==> config.mk <==
export PLATFORM = sky130hd
export DESIGN_NAME = sev_seg_scheduler
export DESIGN_NICKNAME = d
export VERILOG_FILES = /design/src/rtl/sev_seg_scheduler.sv
export SDC_FILE = /design/constraint.sdc
export NUM_CORES = 1
export LEC_CHECK = 0
export BUFFER_PORTS_ARGS = -buffer_cell sky130_fd_sc_hd__buf_2
export CAP_MARGIN = 20
export CORE_ASPECT_RATIO = 1.4
export CORE_MARGIN = 2
export CORE_UTILIZATION = 53
export DETAILED_ROUTE_END_ITERATION = 12
export PLACE_DENSITY = 0.77
export SLEW_MARGIN = 15
export SYNTH_ARGS = -nofsm -noshare
export SYNTH_HDL_FRONTEND = slang
export SYNTH_SLANG_ARGS = --single-unit
==> constraint.sdc <==
create_clock -name sclk_1ms -period 4.7 [get_ports sclk_1ms]
set_clock_uncertainty 0.2 [all_clocks]
set_input_delay 0 -clock sclk_1ms [delete_from_list [all_inputs] [get_ports sclk_1ms]]
set_output_delay 0 -clock sclk_1ms [all_outputs]
set_load 0.01 [all_outputs]
==> src/rtl/sev_seg_scheduler.sv <==
// sev_seg_scheduler
// ------------------------------------------------------------------
// Display scheduler for the ATM seven-segment bank. It runs the 8-digit
// scan and shares the display between three requesters: alert, PIN entry
// and balance. Ownership and the displayed data only change at a frame
// boundary, which is the edge where the digit counter wraps 7->0, so a
// frame never mixes two sources or two data values.
//
// Ports
//   sclk_1ms    in   1   scan clock, one digit slot per cycle
//   rst         in   1   asynchronous, active-high reset
//   alert_req   in   1   alert requests the display (level)
//   alert_data  in  32   nibble i is the code for digit i
//   pin_req     in   1   PIN entry requests the display (level)
//   pin_len     in   4   PIN digits entered (values above 8 count as 8)
//   bal_req     in   1   balance requests the display (level)
//   bal_data    in  32   8 BCD digits, nibble 0 least significant
//   led_bcd     out  4   code for the current digit (0-9, A dash, F blank)
//   led_select  out  3   index of the current digit
//   grant       out  2   owner: 00 idle, 01 balance, 10 PIN, 11 alert
//   frame_done  out  1   high while led_select==7
//
// Request semantics: the req inputs are plain levels with no handshake.
// A source holds its req high for as long as it wants the display; the
// scheduler samples the levels only at frame boundaries and reports the
// result on grant. There is no acknowledge and no data-valid qualifier:
// the owner's data is captured at the boundary on which it is granted and
// on every following boundary while it stays the owner.
//
// grant is also the arbitration state register and serves as its
// debug view.
// ------------------------------------------------------------------
module sev_seg_scheduler #(
  parameter int MIN_HOLD_MS = 2000,
  parameter int BLINK_MS    = 500
) (
  input  logic        sclk_1ms,
  input  logic        rst,
  input  logic        alert_req,
  input  logic [31:0] alert_data,
  input  logic        pin_req,
  input  logic [3:0]  pin_len,
  input  logic        bal_req,
  input  logic [31:0] bal_data,
  output logic [3:0]  led_bcd,
  output logic [2:0]  led_select,
  output logic [1:0]  grant,
  output logic        frame_done
);

  localparam int HOLD_W  = $clog2(MIN_HOLD_MS + 1);
  localparam int BLINK_W = $clog2(BLINK_MS + 1);

  localparam logic [1:0] G_IDLE  = 2'b00;
  localparam logic [1:0] G_BAL   = 2'b01;
  localparam logic [1:0] G_PIN   = 2'b10;
  localparam logic [1:0] G_ALERT = 2'b11;

  localparam logic [3:0] CODE_DASH  = 4'hA;
  localparam logic [3:0] CODE_BLANK = 4'hF;

  // Registered state
  logic [2:0]         sel_q;
  logic [1:0]         grant_q;
  logic [HOLD_W-1:0]  hold_q;
  logic [BLINK_W-1:0] blink_cnt_q;
  logic               blink_on_q;
  logic [31:0]        fbuf_q;
  logic [3:0]         led_bcd_q;
  logic               frame_done_q;

  // Next-state values
  logic [2:0]         sel_d;
  logic [1:0]         grant_d;
  logic [HOLD_W-1:0]  hold_d;
  logic [BLINK_W-1:0] blink_cnt_d;
  logic               blink_on_d;
  logic [31:0]        fbuf_d;
  logic [3:0]         led_bcd_d;
  logic               frame_done_d;

  logic               boundary;
  logic [1:0]         top_req;
  logic               owner_req;

  // Code for digit d of a frame owned by g holding data fb.
  function automatic logic [3:0] render(input logic [1:0]  g,
                                        input logic [31:0] fb,
                                        input logic [2:0]  d,
                                        input logic        on);
    logic [3:0] nib;
    logic [3:0] len;
    logic       upper_zero;
    logic [3:0] code;
    nib = fb[{d, 2'b00} +: 4];
    len = (fb[3:0] > 4'd8) ? 4'd8 : fb[3:0];
    // True when digit d and every digit above it are zero, i.e. d lies
    // in the leading-zero run. Non-BCD nibbles count as nonzero here.
    upper_zero = 1'b1;
    for (int k = 0; k < 8; k++) begin
      if (k >= int'(d) && fb[k*4 +: 4] != 4'd0) upper_zero = 1'b0;
    end
    code = CODE_BLANK;
    case (g)
      G_BAL: begin
        if (d != 3'd0 && upper_zero) code = CODE_BLANK;
        else if (nib > 4'd9)         code = CODE_BLANK;
        else                         code = nib;
      end
      G_PIN:   code = ({1'b0, d} < len) ? CODE_DASH : CODE_BLANK;
      G_ALERT: code = on ? nib : CODE_BLANK;
      default: code = CODE_BLANK;
    endcase
    return code;
  endfunction

  // State register
  always_ff @(posedge sclk_1ms or posedge rst) begin
    if (rst) begin
      sel_q        <= 3'd0;
      grant_q      <= G_IDLE;
      hold_q       <= '0;
      blink_cnt_q  <= '0;
      blink_on_q   <= 1'b1;
      fbuf_q       <= 32'd0;
      led_bcd_q    <= CODE_BLANK;
      frame_done_q <= 1'b0;
    end else begin
      sel_q        <= sel_d;
      grant_q      <= grant_d;
      hold_q       <= hold_d;
      blink_cnt_q  <= blink_cnt_d;
      blink_on_q   <= blink_on_d;
      fbuf_q       <= fbuf_d;
      led_bcd_q    <= led_bcd_d;
      frame_done_q <= frame_done_d;
    end
  end

  // Next-state logic: scan counter, arbitration, hold, blink, frame buffer
  always_comb begin
    sel_d    = sel_q + 3'd1;
    boundary = (sel_q == 3'd7);

    if (alert_req)    top_req = G_ALERT;
    else if (pin_req) top_req = G_PIN;
    else if (bal_req) top_req = G_BAL;
    else              top_req = G_IDLE;

    case (grant_q)
      G_BAL:   owner_req = bal_req;
      G_PIN:   owner_req = pin_req;
      G_ALERT: owner_req = alert_req;
      default: owner_req = 1'b0;
    endcase

    // Encodings are ordered by priority, so a numeric compare is a
    // priority compare; idle (00) loses to every requester.
    grant_d = grant_q;
    if (boundary) begin
      if (top_req > grant_q)                   grant_d = top_req;
      else if (!owner_req && hold_q == '0)     grant_d = top_req;
    end

    if (grant_d != grant_q && grant_d != G_IDLE) hold_d = HOLD_W'(MIN_HOLD_MS - 1);
    else if (hold_q != '0)                       hold_d = hold_q - HOLD_W'(1);
    else                                         hold_d = hold_q;

    // Blink phase only runs while alert owns the display; a fresh alert
    // grant always starts with a full on-phase.
    blink_cnt_d = blink_cnt_q;
    blink_on_d  = blink_on_q;
    if (grant_d == G_ALERT && grant_q != G_ALERT) begin
      blink_cnt_d = '0;
      blink_on_d  = 1'b1;
    end else if (grant_d == G_ALERT) begin
      if (blink_cnt_q == BLINK_W'(BLINK_MS - 1)) begin
        blink_cnt_d = '0;
        blink_on_d  = ~blink_on_q;
      end else begin
        blink_cnt_d = blink_cnt_q + BLINK_W'(1);
      end
    end else begin
      blink_cnt_d = '0;
      blink_on_d  = 1'b1;
    end

    fbuf_d = fbuf_q;
    if (boundary) begin
      case (grant_d)
        G_ALERT: fbuf_d = alert_data;
        G_PIN:   fbuf_d = {28'd0, pin_len};
        G_BAL:   fbuf_d = bal_data;
        default: fbuf_d = 32'd0;
      endcase
    end
  end

  // Output logic: the code is rendered from next-state values so that the
  // registered led_bcd always matches the registered led_select, including
  // digit 0 of a newly granted owner.
  always_comb begin
    led_bcd_d    = render(grant_d, fbuf_d, sel_d, blink_on_d);
    frame_done_d = (sel_d == 3'd7);
  end

  assign led_bcd    = led_bcd_q;
  assign led_select = sel_q;
  assign grant      = grant_q;
  assign frame_done = frame_done_q;

endmodule

Word-level counts from Yosys, hierarchy flattened

Cells that the tools add are included.

Flip-flop bits (word level): 63
Input port bits: 73
Word-level logic and storage cells: 91

$add $sub $neg: 3
Magnitude comparators: 11
Equality and inequality tests: 11
Shift operators: 1
Multiplexer cells: 31
Bitwise logic cells: 1
Reduce and logical (&&, ||, !) cells: 25

Operator list:

| cell                                                                               | number |
|---|---|
| 32-bit one-hot mux with 3 select lines                                             | 1 |
| 32-bit 2-to-1 mux                                                                  | 1 |
| 4-bit nonzero test                                                                 | 8 |
| 32-bit by 6-bit variable part select with 4-bit output                             | 1 |
| 9-bit 2-to-1 mux                                                                   | 3 |
| 11-bit 2-to-1 mux                                                                  | 2 |
| 4-bit 2-to-1 mux                                                                   | 4 |
| 1-bit 2-to-1 mux                                                                   | 12 |
| 4-bit one-hot mux with 3 select lines                                              | 1 |
| 1-bit logical AND                                                                  | 11 |
| 11-bit logical NOT                                                                 | 1 |
| 11-bit nonzero test                                                                | 1 |
| 11-bit by 1-bit subtractor with 11-bit output, second input constant               | 1 |
| 2-bit 2-to-1 mux                                                                   | 5 |
| 9-bit by 1-bit adder with 9-bit output, second input constant                      | 1 |
| 9-bit == test, second input constant                                               | 1 |
| 3-bit greater-or-equal comparator, first input constant                            | 3 |
| 2-bit == test, second input constant                                               | 4 |
| 4-bit greater-than comparator, second input constant                               | 2 |
| 3-bit == test, second input constant                                               | 2 |
| 1-bit by 3-bit greater-or-equal comparator with 1-bit output, first input constant | 2 |
| 2-bit by 3-bit greater-or-equal comparator with 1-bit output, first input constant | 2 |
| 2-bit by 1-bit == test with 1-bit output, second input constant                    | 2 |
| 3-bit by 4-bit < comparator with 1-bit output                                      | 1 |
| 10 further kinds                                                                   | 11 |

Depth between registers and ports, before layout

Gate-level depths: netlist of run 1.

Word-level depth: 23
Gate-level depth with buffers: 17

Least setup slack after synthesis of run 1

No wires, ideal clock.

Path kind: register to register
From: register sel_q[0], in the netlist led_select[0]
To: register led_bcd_q[2], in the netlist led_bcd[2]
Library setup time: 0.073 ns
Arrival: 3.372 ns
Data required time: 4.427 ns
Path slack: 1.055 ns
Cell stages (with the launch flop): 14
Period minus slack after synthesis: 3.645 ns
Cell sequence: dfrtp_1 ha_1 ha_1 clkbuf_1 o211a_2 a21oi_2 nand2_4 inv_2 or3_1 a311o_1 o41a_1 o41ai_2 a221oi_1 a21oi_1

Longest elaborated chain between the ends: 18

Ends and longest elaborated chain:

| item                                                                   | RTL line | RTL |
|---|---|---|
| from (decl)                                                            | 63       | `logic [2:0] sel_q;` |
| from (signal assigned)                                                 | 129      | `sel_q <= sel_d;` |
| 3-bit == test                                                          | 143      | `boundary = (sel_q == 3'd7);` |
| 2-bit 2-to-1 mux                                                       | 160      | `if (boundary) begin` |
| 2-bit by 1-bit == test with 1-bit output, or another cell as far along | 104, 190 |  |
| 32-bit one-hot mux with 3 select lines                                 | 190      | `case (grant_d)` |
| 32-bit 2-to-1 mux                                                      | 189      | `if (boundary) begin` |
| 4-bit nonzero test                                                     | 101      | `if (k >= int'(d) && fb[k*4 +: 4] != 4'd0) upper_zero = 1'b0;` |
| 1-bit logical AND                                                      | 101      |  |
| 1-bit 2-to-1 mux (8 in a row)                                          | 101      |  |
| 1-bit logical AND                                                      | 106      | `if (d != 3'd0 && upper_zero) code = CODE_BLANK;` |
| 4-bit 2-to-1 mux                                                       | 106      |  |
| 4-bit one-hot mux with 3 select lines (*)                              | 104      | `case (g)` |
| via led_bcd_d[2]                                                       | 79       | `logic [3:0] led_bcd_d;` |
| to (signal assigned)                                                   | 135      | `led_bcd_q <= led_bcd_d;` |
| to (decl)                                                              | 69       | `logic [3:0] led_bcd_q;` |

Mark *: on every way through the listed nets, which the timed path passes. The rest lies on a longest branch.
A chain may end at the register's enable or synchronous reset.

Worst setup path in the final report of run 1

From: register sel_q[1], in the netlist led_select[1]
To: register led_bcd_q[2], in the netlist led_bcd[2]

RTL lines:

| item                                                                      | RTL line | RTL |
|---|---|---|
| 3-bit == test (*)                                                         | 143      |  |
| 2-bit 2-to-1 mux                                                          | 160      |  |
| 2-bit by 1-bit == test with 1-bit output or 2-bit == test (tied branches) | 190      |  |
| 32-bit one-hot mux with 3 select lines                                    | 190      |  |
| 32-bit 2-to-1 mux (*)                                                     | 189      |  |
| via fbuf_d[6]                                                             | 78       | `logic [31:0] fbuf_d;` |
| branches (longest 11 deep; another with 4-bit greater-than comparator)    | --       |  |
| 4-bit one-hot mux with 3 select lines (*)                                 | 104      |  |
| via led_bcd_d[2]                                                          | 79       |  |

Mark *: on every way through the listed nets, which the timed path passes.

==> parameters.txt, run 1 <==
Parameter                              Value

Clock network
  H-tree level count    3
  TritonCTS clock tree    yes
  Cell chosen for the clock root    sky130_fd_sc_hd__clkbuf_8
  Worst-skew pair later-pin latency    0.36 ns
  Reg clk slew, reported paths    ~0.070 ns
  Total CTS buffers    9
  CTS sink cnt    between 60 and 70
  Largest buffer count on any clock path    2

Routing
  DR vias/cell    ~6.3
  Total detailed-routing wirelength    roughly 15,000 um
  WL per Instance    20.1 um
  DRT Pass-1 Iters    5
  Residual DRC count    0
  Remaining antenna violation count after routing    0
  DRT iter0 DRCs    491
  Total via count after detailed routing    4,589

Cells and area
  Multi-input gate area in the final layout    around 2500 sq um
  # diodes    0
  Cell area after layout    about 5700 sq um
  Fraction of final layout cells with drive strength greater than 1    a little under a quarter
  Area added between synthesis and finish    32.6%
  Number of fill cells    just under 600
  Storage element area    approximately 1600 sq um
  Nets@finish    a little over 700

Placement
  DPL Wire Length    9800 um
  Final GP Congestion    0.919
  Post-place instance area    4840 sq um
  Number of buffers added on ports    82

Critical path
  Class of the most critical setup path    reg2reg
  Crit. Startpoint    led_select[1]$_DFF_PP0_
  Max FO, Critical Path    22
  Setup crit start kind    flop
  Number of cells on the worst reg-to-reg path    14
  Sort of element at the end of the critical path    flop
  Startpoint of the worst register-to-register path    led_select[1]$_DFF_PP0_
  Required time at the endpoint of the critical path    4.78 ns
  Arrival time of the worst setup path    4.44 ns

Yosys
  Leading cell types by count after synthesis    sky130_fd_sc_hd__dfrtp_1 (58), sky130_fd_sc_hd__nand2_1 (43), sky130_fd_sc_hd__nor2_1 (36), sky130_fd_sc_hd__inv_1 (33), sky130_fd_sc_hd__o21ai_0 (20)
  Compound-cell area share of the yosys netlist    23.9%
  Cell variety after synth    78
  Adder and majority gate portion of the synthesized area    3.50%
  Portion of netlist area occupied by mux cells    7.49%
  Dominant combinational cell family by area after synthesis    compound AO/OA/AOI/OAI gates
  Sequential cell area fraction in the yosys report    approximately 37%
  Avg Inst Size Synth    9.02 sq um
  Dominant cell by count in the synthesized netlist    sky130_fd_sc_hd__dfrtp_1
  Area fraction in and, or, nand and nor cells after synthesis    20.0%
  Yosys synthesis warning count    0
  Top FF cell, synth    sky130_fd_sc_hd__dfrtp_1
  Fraction of registers with async set or reset after synthesis    100%
  XOR/XNOR share of the synthesized area    under 10%
  Proportion of netlist area held by the largest area contributor    33.8%
  Gate count after technology mapping    476
  Cell accounting for the most synthesized area    sky130_fd_sc_hd__dfrtp_1
  Synthesized netlist net count    561
  Number of storage elements in the synthesis netlist    63
  Post-synthesis cell area    4290 sq um
  Post-synth EDFFs    0
  Area contributors post-synth    sky130_fd_sc_hd__dfrtp_1 (34%), sky130_fd_sc_hd__nand2_1 (3.8%), sky130_fd_sc_hd__ha_1 (3.5%)

Power
  Logic pwr share    a little over two fifths
  Total net switching power    0.000959 W
  Switching Fraction    39.1%
  Int Power    0.00149 W
  Leakage power total    2.58 nW
  Worst VDD drop    roughly 0.33 mV
  Power per standard cell area    ~430 nW/um^2
  Clock share of power    20.8%
  Flop pwr share    36.0%

GRT
  Overall track demand over capacity in global routing    34.3%
  Initial antenna violation count    0
  Via count of the first global-routing pass    4,827
  Met2 usage    between 50% and 60%
  Maximum number of pins on one net before global-route repair    64
  First-pass GRT wire length    ~23,000 um
  Most Used Layer, Global Route    met2
  Overflow left after global routing    0
  Met1 demand-to-capacity share in global routing    between 30% and 40%
  Global-route met3 utilization    7.27%

Status
  Outcome    completed

STA
  Fin crit period    about 4.4 ns
  Maximum operating frequency    approximately 0.23 GHz
  Final clock period utilization by the worst path    ~90%
  Total count of max-transition violations in the final report    0
  Hold violation count in the final report    0
  RSZ-0062 raised after global routing    false
  Rel. slew slack    44.9%
  Worst Max-Slew Pin Slew    0.827 ns
  Final Setup Violations    0
  Final setup TNS    0 ns
  Worst hold margin    0.0338 ns

Floorplanning
  Die Ht    between 100 and 150 um
  Initial core utilization    approximately 55%
  Area of the die    8850 sq um
  I/O pin count    83
  Std-Cell Core Area    7800 sq um
  Floorplan die width    80.1 um
  Number of core rows    38

Job
  Max_cap viols    0

Hold path
  Classification of the worst-slack hold path    in2reg
  Cells on Worst Hold Path    4
  Min-delay src    bal_data[26]
## final timing paths
check,endpoint,slack (ns)
max in group asynchronous,grant[1]$_DFF_PP0_,3.44
min reg2reg,blink_cnt_q[0]$_DFF_PP0_,0.29
max reg2reg,led_bcd[2]$_DFF_PP1_,0.34
max,led_bcd[2]$_DFF_PP1_,0.34
min in group asynchronous,blink_cnt_q[5]$_DFF_PP0_,0.26
min,fbuf_q[26]$_DFF_PP0_,0.03
## layout by cell type, fill, tap and decap left out, types with 7 or more instances in the layout
cell type	Yosys	final
sky130_fd_sc_hd__o21ai_0	20	20
sky130_fd_sc_hd__nand3_1	17	17
sky130_fd_sc_hd__nand2b_1	8	8
sky130_fd_sc_hd__a21oi_1	19	19
sky130_fd_sc_hd__o2bb2ai_1	9	9
sky130_fd_sc_hd__dfrtp_1	58	57
sky130_fd_sc_hd__inv_1	33	32
sky130_fd_sc_hd__dlygate4sd3_1	0	60
sky130_fd_sc_hd__clkbuf_8	0	12
sky130_fd_sc_hd__a2bb2oi_1	7	7
sky130_fd_sc_hd__nor4_1	10	10
sky130_fd_sc_hd__buf_4	2	14
sky130_fd_sc_hd__a22oi_1	12	12
sky130_fd_sc_hd__nor2_1	36	36
sky130_fd_sc_hd__xnor2_1	9	9
sky130_fd_sc_hd__mux2i_1	13	13
sky130_fd_sc_hd__nor3_1	13	13
sky130_fd_sc_hd__buf_2	2	82
sky130_fd_sc_hd__ha_1	12	11
sky130_fd_sc_hd__nand2_1	43	43
## layout make-up
class | count | share of cell area [%]
flip-flops and latches | 63 | 27.8
clock buffers | 13 | 2.97
repair buffers | 157 | 19.8
well taps | 100 | 2.20
clock inverters | 3 | 0.704
inverters | 36 | 2.42
multi-input cells | 358 | 44.1
## routing by layer
layer | vias up | part of all wire (%)
met3 | 82 | 7.6
met5 | - | 0
met4 | 0 | 6.2
met1 | 2163 | 36
met2 | 261 | 50
li1 | 2083 | -
## what timing repair did
item | CTS | global route
endpoints found under the setup margin | 0 | 4
hold buffers | 60 | 0
resized for setup | 0 | 7
buffers inserted | 0 | 2
endpoints found under the hold margin | 89 | 0
## stage by stage
stage	utilization, %	worst slack, ns	total power [W]	std cells
after floorplan	-	1.06	0.00151	476
after global placement	62.1	0.640	0.00179	653
after detailed placement	62.1	0.593	0.00181	653
after CTS	72.5	0.0519	0.00241	729
after global routing	73.0	0.0577	0.00259	730
final	73.0	0.340	0.00245	730
## cells by family after synthesis
group	count (synthesis)
AND/OR/NAND/NOR	167
AO/OA/AOI/OAI	137
flip-flops	63
buffers and inverters	55
multiplexers	27
XOR/XNOR	15
adder cells (fa/ha/maj)	12
## power groups by stage
stage	Clock [W]	Sequential, W	Combinational, W
5_1_grt	0.000539	0.000903	0.00114
4_1_cts	0.000511	0.000878	0.00102
3_5_place_dp	0	0.000887	0.000924
3_3_place_gp	0	0.000881	0.000907
2_1_floorplan	0	0.000850	0.000661
6_report	0.000511	0.000883	0.00106
## critical path: stages (launching register included)
cell,delay (ns)
sky130_fd_sc_hd__dfrtp_1,0.40
sky130_fd_sc_hd__ha_1,0.21
sky130_fd_sc_hd__ha_4,0.21
sky130_fd_sc_hd__buf_6,0.19
sky130_fd_sc_hd__o211ai_2,0.19
sky130_fd_sc_hd__o211ai_2,0.27
sky130_fd_sc_hd__nand2_4,0.15
sky130_fd_sc_hd__inv_4,0.29
sky130_fd_sc_hd__mux2i_1,0.24
sky130_fd_sc_hd__dlygate4sd3_1,0.58
sky130_fd_sc_hd__o2bb2ai_1,0.10
sky130_fd_sc_hd__o41a_1,0.43
sky130_fd_sc_hd__o41ai_2,0.40
sky130_fd_sc_hd__a221oi_1,0.19
sky130_fd_sc_hd__a21oi_1,0.22
## registers in the layout, indices dropped and copies added (netlist names)
signal       cells
led_select       3
grant            2
hold_q          11
blink_cnt_q      9
fbuf_q          32
led_bcd          4
frame_done       1
blink_on_q       1
No activity file was read; power rests on OpenSTA's default activity.
==> inputs of run 2 (changes only) <==
- CORE_MARGIN: 2 -> 8
- CORE_UTILIZATION: 53 -> 45
- PLACE_DENSITY: 0.77 -> 0.67
==> run 2 against run 1 <==
Against the previous run: cell count grew 0.27%; final area grew 0.92%; via count shrank 4.5%; global-route usage shrank 11 points; largest power group unchanged.
==> parameters.txt, run 2 (synthesis results as in run 1) <==
Parameter                              Value

Clock network
  Reg clk slew, reported paths    0.06 ns (about the same)
  Number of buffers inserted to repair setup after CTS    0 (unchanged)
  Cell chosen for the clock root    sky130_fd_sc_hd__clkbuf_16
  Worst-skew pair later-pin latency    0.34 ns (-0.02 ns)
  CTS sink cnt    63 (unchanged)
  Largest buffer count on any clock path    2 (unchanged)
  H-tree level count    3 (unchanged)
  Total CTS buffers    9 (unchanged)
  TritonCTS clock tree    yes

Routing
  DRT iter0 DRCs    266 (-46%)
  Total via count after detailed routing    4,382 (-4.5%)
  Residual DRC count    0 (unchanged)
  WL per Instance    19.9 um (-0.88%)
  Remaining antenna violation count after routing    0 (unchanged)
  DRT Pass-1 Iters    4 (-1)
  DR vias/cell    5.99 (-4.8%)
  Total detailed-routing wirelength    14,600 um (-0.61%)

Status
  Outcome    completed

Critical path
  Crit. Startpoint    led_select[1]$_DFF_PP0_
  Critical path, cell by cell    ha_1, ha_2, a21bo_2, a21oi_2, a211oi_1, or2_1, a22oi_1, dlygate4sd3_1, o2bb2ai_1, o41a_1, o41ai_2, a221oi_1, a21oi_1
  Startpoint of the worst register-to-register path    led_select[1]$_DFF_PP0_
  Class of the most critical setup path    reg2reg
  Sort of element at the end of the critical path    flop
  Buffers plus inverters on the worst setup path    1 (-2)
  CP delay by family, top    compound AO/OA/AOI/OAI gates
  Required time at the endpoint of the critical path    4.76 ns (-0.02 ns)
  Setup crit start kind    flop
  Slowest cell on the critical path    sky130_fd_sc_hd__dlygate4sd3_1
  Minimum setup slack among reg-to-reg paths    0.29 ns (-0.05 ns)
  Max FO, Critical Path    8 (-64%)
  Largest stage delay on the critical path    0.60 ns (+0.02 ns)
  Arrival time of the worst setup path    4.47 ns (+0.03 ns)

STA
  Worst Max-Slew Pin Slew    0.817 ns (-0.0102 ns)
  Final setup TNS    0 ns (unchanged)
  Hold violation count in the final report    0 (unchanged)
  Final clock period utilization by the worst path    93.7% (+0.98 points)
  Final Setup Violations    0 (unchanged)
  RSZ-0062 raised after global routing    false
  Rel. slew slack    45.5% (+0.68 points)
  Maximum operating frequency    0.227 GHz (-1.0%)
  Total count of max-transition violations in the final report    0 (unchanged)
  Fin crit period    4.41 ns (+0.0459 ns)

Floorplanning
  Floorplan die width    98.5 um (+23%)
  Number of core rows    42 (+11%)
  Die Ht    132 um (+19%)
  Std-Cell Core Area    9350 sq um (+20%)
  Area of the die    13,000 sq um (+47%)
  Initial core utilization    45.9% (-9.2 points)
  I/O pin count    83 (unchanged)

Power
  Leakage power total    2.60 nW (+0.57%)
  Worst VDD drop    0.295 mV (-11%)
  Power per standard cell area    457 nW/um^2 (+6.1%)

Cells and area
  Most frequent standard cell in the layout excluding fill and tap cells    sky130_fd_sc_hd__buf_2
  Number of fill cells    792 (+37%)
  Area added between synthesis and finish    33.8%
  Nets@finish    703 (-0.99%)
  Storage element area    1580 sq um (unchanged)
  Multi-input gate area in the final layout    2510 sq um (unchanged)
  Register containing the most flip-flops in the final layout    fbuf_q
  Largest registers    fbuf_q (32), hold_q (11), blink_cnt_q (9)
  Fraction of final layout cells with drive strength greater than 1    23.3% (about the same)
  Commonest cells after routing, fill and taps aside    sky130_fd_sc_hd__buf_2 (82), sky130_fd_sc_hd__dfrtp_1 (57), sky130_fd_sc_hd__dlygate4sd3_1 (57), sky130_fd_sc_hd__nand2_1 (43), sky130_fd_sc_hd__nor2_1 (36)
  # diodes    0 (unchanged)
  Final standard cell utilization of the core    61.4% (-12 points)
  Flip-flop count of the largest register after layout    32 (unchanged)

Placement
  DPL Wire Length    10,600 um (+7.6%)
  Number of buffers added on ports    82 (unchanged)
  Final GP Congestion    0.961 (+4.6%)

GRT
  Overflow left after global routing    0 (unchanged)
  Maximum number of pins on one net before global-route repair    64 (unchanged)
  Via count of the first global-routing pass    4,745 (-1.7%)
  Overall track demand over capacity in global routing    23.0% (-11 points)
  Initial antenna violation count    0 (unchanged)
  First-pass GRT wire length    24,000 um (+2.8%)

Hold path
  Min-delay src    bal_data[26]
  Classification of the worst-slack hold path    in2reg

Job
  Max_cap viols    0 (unchanged)
## run 2: cell types whose count changed in the layout (fill, tap and decap cells not counted)
cell | previous run | this run
sky130_fd_sc_hd__a211oi_2 | 0 | 1
sky130_fd_sc_hd__buf_6 | 1 | 0
sky130_fd_sc_hd__a211oi_1 | 5 | 4
sky130_fd_sc_hd__and3_1 | 6 | 5
sky130_fd_sc_hd__and3_2 | 0 | 1
sky130_fd_sc_hd__clkbuf_16 | 0 | 9
sky130_fd_sc_hd__bufinv_16 | 1 | 2
sky130_fd_sc_hd__a21oi_2 | 2 | 3
sky130_fd_sc_hd__a21oi_1 | 19 | 18
sky130_fd_sc_hd__buf_4 | 14 | 11
sky130_fd_sc_hd__ha_4 | 1 | 0
sky130_fd_sc_hd__clkbuf_8 | 12 | 1
sky130_fd_sc_hd__ha_2 | 0 | 1
sky130_fd_sc_hd__dlygate4sd3_1 | 60 | 57
## run 2: area by class of cell
| class | instances | area share, % |
|---|---|---|
| sequential | 63 | 27.6 |
| clock inverter | 4 | 1.22 |
| clock buffer | 11 | 4.23 |
| inverter | 36 | 2.40 |
| multi-input combinational | 358 | 43.7 |
| timing repair buffer | 150 | 18.5 |
| tap | 110 | 2.40 |
## run 2: through the flow
stage	instances	area, sq um	hold slack, ns	worst slack (ns)	total power (W)
2_1_floorplan	476	4290	0.0152	1.06	0.00151
3_3_place_gp	660	4830	0.0823	0.523	0.00179
3_5_place_dp	660	4840	0.0954	0.575	0.00181
4_1_cts	732	5720	0.00225	0.0568	0.00261
5_1_grt	732	5740	0.0196	0.0748	0.00278
6_report	732	5740	0.0155	0.294	0.00263
## run 2: worst reg2reg max path: stages, from the launching register on
cell and delay (ns):
sky130_fd_sc_hd__dfrtp_1 0.42, sky130_fd_sc_hd__ha_1 0.18, sky130_fd_sc_hd__ha_2 0.30, sky130_fd_sc_hd__a21bo_2 0.28, sky130_fd_sc_hd__a21oi_2 0.30, sky130_fd_sc_hd__a211oi_1 0.16, sky130_fd_sc_hd__or2_1 0.32, sky130_fd_sc_hd__a22oi_1 0.23
sky130_fd_sc_hd__dlygate4sd3_1 0.60, sky130_fd_sc_hd__o2bb2ai_1 0.12, sky130_fd_sc_hd__o41a_1 0.48, sky130_fd_sc_hd__o41ai_2 0.40, sky130_fd_sc_hd__a221oi_1 0.17, sky130_fd_sc_hd__a21oi_1 0.18
## run 2: path summary, 6_finish.rpt
| check | to | depth (start not counted) |
|---|---|---|
| worst max register to register | led_bcd[2]$_DFF_PP1_ | 13 |
| worst max-delay path | led_bcd[2]$_DFF_PP1_ | 13 |
| min in group asynchronous | blink_cnt_q[4]$_DFF_PP0_ | 4 |
| worst min register to register | blink_cnt_q[0]$_DFF_PP0_ | 1 |
| max in group asynchronous | grant[1]$_DFF_PP0_ | 4 |
| worst min-delay path | fbuf_q[26]$_DFF_PP0_ | 4 |
## run 2: layer usage
layer,vias to the layer above,share of wire [%],GRT usage (%)
met5,-,0,0
met4,0,4.4,12.7
met3,46,5.9,5.07
met2,183,49,38.9
met1,2091,40,26.3
li1,2062,-,-
## run 2: timing repair
item | CTS | global route
hold buffers | 57 | 0
resized for setup | 0 | 7
setup endpoints to repair | 0 | 4
hold endpoints to repair | 88 | 0
## run 2: power by group
group | leakage, nW | switching (W) | internal [W]
combinational | 1.68 | 0.000565 | 0.000461
clock | 0.155 | 0.000245 | 0.000474
sequential | 0.761 | 0.000144 | 0.000738
==> inputs of run 3 (changes only) <==
- ABC_AREA: default -> 1
- CORE_UTILIZATION: 45 -> 30
- PLACE_DENSITY: 0.67 -> default
==> run 3 against run 2 <==
Against the previous run: via count is 6.2% lower; cell count is 24% higher; critical path depth is 12 higher; clock power hardly changed; core utilization is 19 points lower; non-clock buffer count is 1 higher; sequential cell count stayed put; clock-buffer cell count is 2 lower; die area is 36% higher; first-iteration DRC count is 33% lower; synthesized cell count is 21% higher; sequential power is 7.9% lower; largest cell class unchanged; highest routed layer unchanged.
==> parameters.txt, run 3 <==
Parameter                              Value

Routing
  Remaining antenna violation count after routing    0 (unchanged)
  DRT Pass-1 Iters    4 (unchanged)
  Residual DRC count    0 (unchanged)
  DR vias/cell    4.54 (-24%)
  Total detailed-routing wirelength    12,700 um (-13%)
  WL per Instance    14.0 um (-30%)
  Total via count after detailed routing    4,110 (-6.2%)
  DRT iter0 DRCs    179 (-33%)

Critical path
  Setup crit start kind    flop
  Sort of element at the end of the critical path    flop
  Arrival time of the worst setup path    4.23 ns (-0.24 ns)
  Max FO, Critical Path    26 (+18)
  Class of the most critical setup path    reg2reg
  Required time at the endpoint of the critical path    4.76 ns (about the same)

GRT
  Via count of the first global-routing pass    4,319 (-9.0%)
  Maximum number of pins on one net before global-route repair    64 (unchanged)
  Overflow left after global routing    0 (unchanged)
  Initial antenna violation count    0 (unchanged)
  First-pass GRT wire length    20,300 um (-15%)
  Overall track demand over capacity in global routing    14.6% (-8.4 points)

STA
  Final Setup Violations    0 (unchanged)
  Final clock period utilization by the worst path    88.7% (-5.0 points)
  Hold violation count in the final report    0 (unchanged)
  Worst hold margin    0.132 ns (+0.116 ns)
  Worst Max-Slew Pin Slew    0.806 ns (-0.0108 ns)
  Maximum operating frequency    0.240 GHz (+5.7%)
  Total count of max-transition violations in the final report    0 (unchanged)
  Final setup TNS    0 ns (unchanged)
  RSZ-0062 raised after global routing    false
  Fin crit period    4.17 ns (-0.236 ns)
  Rel. slew slack    46.3% (+0.72 points)

Hold path
  Classification of the worst-slack hold path    in2reg

Cells and area
  Nets@finish    804 (+14%)
  Register containing the most flip-flops in the final layout    fbuf_q
  Largest registers    fbuf_q (32), hold_q (11), blink_cnt_q (9)
  Commonest cells after routing, fill and taps aside    sky130_fd_sc_hd__nand2_1 (218), sky130_fd_sc_hd__buf_2 (82), sky130_fd_sc_hd__nand3_1 (71), sky130_fd_sc_hd__dlygate4sd3_1 (65), sky130_fd_sc_hd__dfrtp_1 (58)
  Most frequent standard cell in the layout excluding fill and tap cells    sky130_fd_sc_hd__nand2_1
  # diodes    0 (unchanged)
  Area added between synthesis and finish    37.3%
  Flip-flop count of the largest register after layout    32 (unchanged)
  Fraction of final layout cells with drive strength greater than 1    20.4% (-2.9 points)

Yosys
  Sequential cell area fraction in the yosys report    38.8% (+1.9 points)
  Yosys synthesis warning count    0 (unchanged)
  Dominant cell by count in the synthesized netlist    sky130_fd_sc_hd__nand2_1
  Number of storage elements in the synthesis netlist    63 (unchanged)
  Gate count after technology mapping    575 (+21%)
  Leading cell types by count after synthesis    sky130_fd_sc_hd__nand2_1 (218), sky130_fd_sc_hd__nand3_1 (71), sky130_fd_sc_hd__dfrtp_1 (58), sky130_fd_sc_hd__inv_1 (48), sky130_fd_sc_hd__nor2_1 (47)
  Area fraction in and, or, nand and nor cells after synthesis    42.6% (+23 points)
  Cell variety after synth    43 (-45%)
  Compound-cell area share of the yosys netlist    5.02% (-19 points)
  Portion of netlist area occupied by mux cells    0% (-7.5 points)
  Area contributors post-synth    sky130_fd_sc_hd__dfrtp_1 (36%), sky130_fd_sc_hd__nand2_1 (20%), sky130_fd_sc_hd__nand3_1 (8.7%)
  Cell accounting for the most synthesized area    sky130_fd_sc_hd__dfrtp_1
  Proportion of netlist area held by the largest area contributor    35.5% (+1.7 points)
  Dominant combinational cell family by area after synthesis    simple AND/OR/NAND/NOR gates
  Post-synthesis cell area    4080 sq um (-4.9%)
  Fraction of registers with async set or reset after synthesis    100% (unchanged)
  Post-synth EDFFs    0 (unchanged)
  Top FF cell, synth    sky130_fd_sc_hd__dfrtp_1
  XOR/XNOR share of the synthesized area    1.50% (-1.6 points)
  Synthesized netlist net count    660 (+18%)
  Avg Inst Size Synth    7.10 sq um (-21%)
  Adder and majority gate portion of the synthesized area    3.68% (+0.18 points)

Status
  Outcome    completed

Placement
  Final GP Congestion    0.909 (-5.5%)
  DPL Wire Length    9010 um (-15%)
  Number of buffers added on ports    82 (unchanged)

Floorplanning
  Die Ht    154 um (+17%)
  I/O pin count    83 (unchanged)
  Initial core utilization    30.6% (-15 points)
  Number of core rows    50 (+19%)
  Floorplan die width    115 um (+16%)
  Std-Cell Core Area    13,300 sq um (+42%)
  Area of the die    17,700 sq um (+36%)

Clock network
  Cell chosen for the clock root    sky130_fd_sc_hd__clkbuf_16
  Number of buffers inserted to repair setup after CTS    0 (unchanged)
  Worst-skew pair later-pin latency    0.33 ns (about the same)
  Reg clk slew, reported paths    0.06 ns (about the same)
  H-tree level count    3 (unchanged)
  CTS sink cnt    63 (unchanged)
  Largest buffer count on any clock path    2 (unchanged)
  Total CTS buffers    9 (unchanged)
  TritonCTS clock tree    yes

Power
  Power per standard cell area    519 nW/um^2 (+13%)
  Worst VDD drop    0.210 mV (-29%)
  Leakage power total    2.90 nW (+12%)
  Sum of internal, switching and leakage power    0.00291 W (+11%)

Job
  Max_cap viols    0 (unchanged)
==> run 3: cell count changes after synthesis, moves of 7 or more <==
cell | before | now
sky130_fd_sc_hd__nand2_2 | 0 | 16
sky130_fd_sc_hd__o2bb2ai_1 | 9 | 0
sky130_fd_sc_hd__mux2i_1 | 13 | 0
sky130_fd_sc_hd__o21ai_0 | 20 | 8
sky130_fd_sc_hd__nand2_1 | 43 | 218
sky130_fd_sc_hd__nor2_1 | 36 | 47
sky130_fd_sc_hd__clkbuf_1 | 13 | 5
sky130_fd_sc_hd__nand2b_1 | 8 | 0
sky130_fd_sc_hd__inv_1 | 33 | 48
sky130_fd_sc_hd__nor4_1 | 10 | 2
sky130_fd_sc_hd__nand3_1 | 17 | 71
sky130_fd_sc_hd__a2bb2oi_1 | 7 | 0
sky130_fd_sc_hd__a22oi_1 | 12 | 1
==> run 3: critical path, stage by stage (launching register included) <==
cell	delay (ns)
sky130_fd_sc_hd__dfrtp_1	0.43
sky130_fd_sc_hd__inv_2	0.09
sky130_fd_sc_hd__ha_1	0.31
sky130_fd_sc_hd__inv_1	0.06
sky130_fd_sc_hd__nor2_1	0.03
sky130_fd_sc_hd__o21ai_0	0.28
sky130_fd_sc_hd__nand2_4	0.11
sky130_fd_sc_hd__nand3_2	0.10
sky130_fd_sc_hd__nand2_4	0.25
sky130_fd_sc_hd__nor2_8	0.37
sky130_fd_sc_hd__nand2_1	0.08
sky130_fd_sc_hd__nand3_1	0.07
sky130_fd_sc_hd__dlygate4sd3_1	0.54
sky130_fd_sc_hd__nand2_1	0.05
sky130_fd_sc_hd__nand2_1	0.16
sky130_fd_sc_hd__inv_1	0.07
sky130_fd_sc_hd__nand2_1	0.06
sky130_fd_sc_hd__ha_1	0.22
sky130_fd_sc_hd__inv_1	0.05
sky130_fd_sc_hd__a21oi_1	0.03
sky130_fd_sc_hd__o21ai_0	0.14
sky130_fd_sc_hd__nand2_1	0.07
sky130_fd_sc_hd__nand2_1	0.06
sky130_fd_sc_hd__nand3_1	0.09
sky130_fd_sc_hd__nor2_1	0.11
sky130_fd_sc_hd__nand2_1	0.06
==> run 3: layer usage <==
| metal | GRT usage, % | part of all wire, % | vias to the layer above |
|---|---|---|---|
| met2 | 27.1 | 54 | 79 |
| met3 | 2.78 | 3.8 | 26 |
| met4 | 7.70 | 3.6 | 0 |
| li1 | - | - | 2108 |
| met5 | 0 | 0 | - |
| met1 | 14.9 | 38 | 1897 |
==> run 3: cell families after synthesis <==
family                   Yosys count
AO/OA/AOI/OAI                     34
adder cells (fa/ha/maj)           12
flip-flops                        63
AND/OR/NAND/NOR                  386
XOR/XNOR                           7
buffers and inverters             73
==> run 3: per-stage QoR <==
stage / area (sq um) / cells / setup WS [ns] / util [%]
floorplan: 4080 / 575 / 1.57 / -
global placement: 4620 / 824 / 1.04 / 34.7
detailed placement: 4620 / 824 / 0.973 / 34.7
CTS: 5590 / 905 / 0.415 / 42.0
global route: 5610 / 906 / 0.0958 / 42.1
finish: 5610 / 906 / 0.530 / 42.1
==> run 3: power by group <==
group | leakage (nW) | internal, W | switching (W)
Clock | 0.148 | 0.000465 | 0.000254
Combinational | 1.99 | 0.000552 | 0.000825
Sequential | 0.759 | 0.000738 | 0.0000723
Total | 2.90 | 0.00175 | 0.00115
==> run 3: worst paths after layout <==
check                                         start                  endpoint  slack [ns]  cells past startpoint
setup / recovery                 grant[1]$_DFF_PP0_      led_bcd[2]$_DFF_PP1_        0.53                     25
hold / removal                            alert_req     hold_q[5]$_DFFE_PP0P_        0.13                      7
setup reg to reg                 grant[1]$_DFF_PP0_      led_bcd[2]$_DFF_PP1_        0.53                     25
hold reg to reg            blink_cnt_q[0]$_DFF_PP0_  blink_cnt_q[0]$_DFF_PP0_        0.27                      1
max in group asynchronous                       rst       fbuf_q[9]$_DFF_PP0_        3.52                      4
min in group asynchronous                       rst     hold_q[8]$_DFFE_PP0P_        0.26                      4
==> run 3: what timing repair did <==
item	4_1_cts	5_1_grt
resized for setup	0	0
setup endpoints to repair	0	2
endpoints found under the hold margin	90	0
hold buffers	65	0
==> run 3: cell type report <==
type	instances	area [sq um]
inverter	54	213
fill	1381	7720
sequential	63	1580
timing repair buffer	151	1090
clock inverter	7	96.3
tap	182	228
multi-input combinational	440	2170
clock buffer	9	225
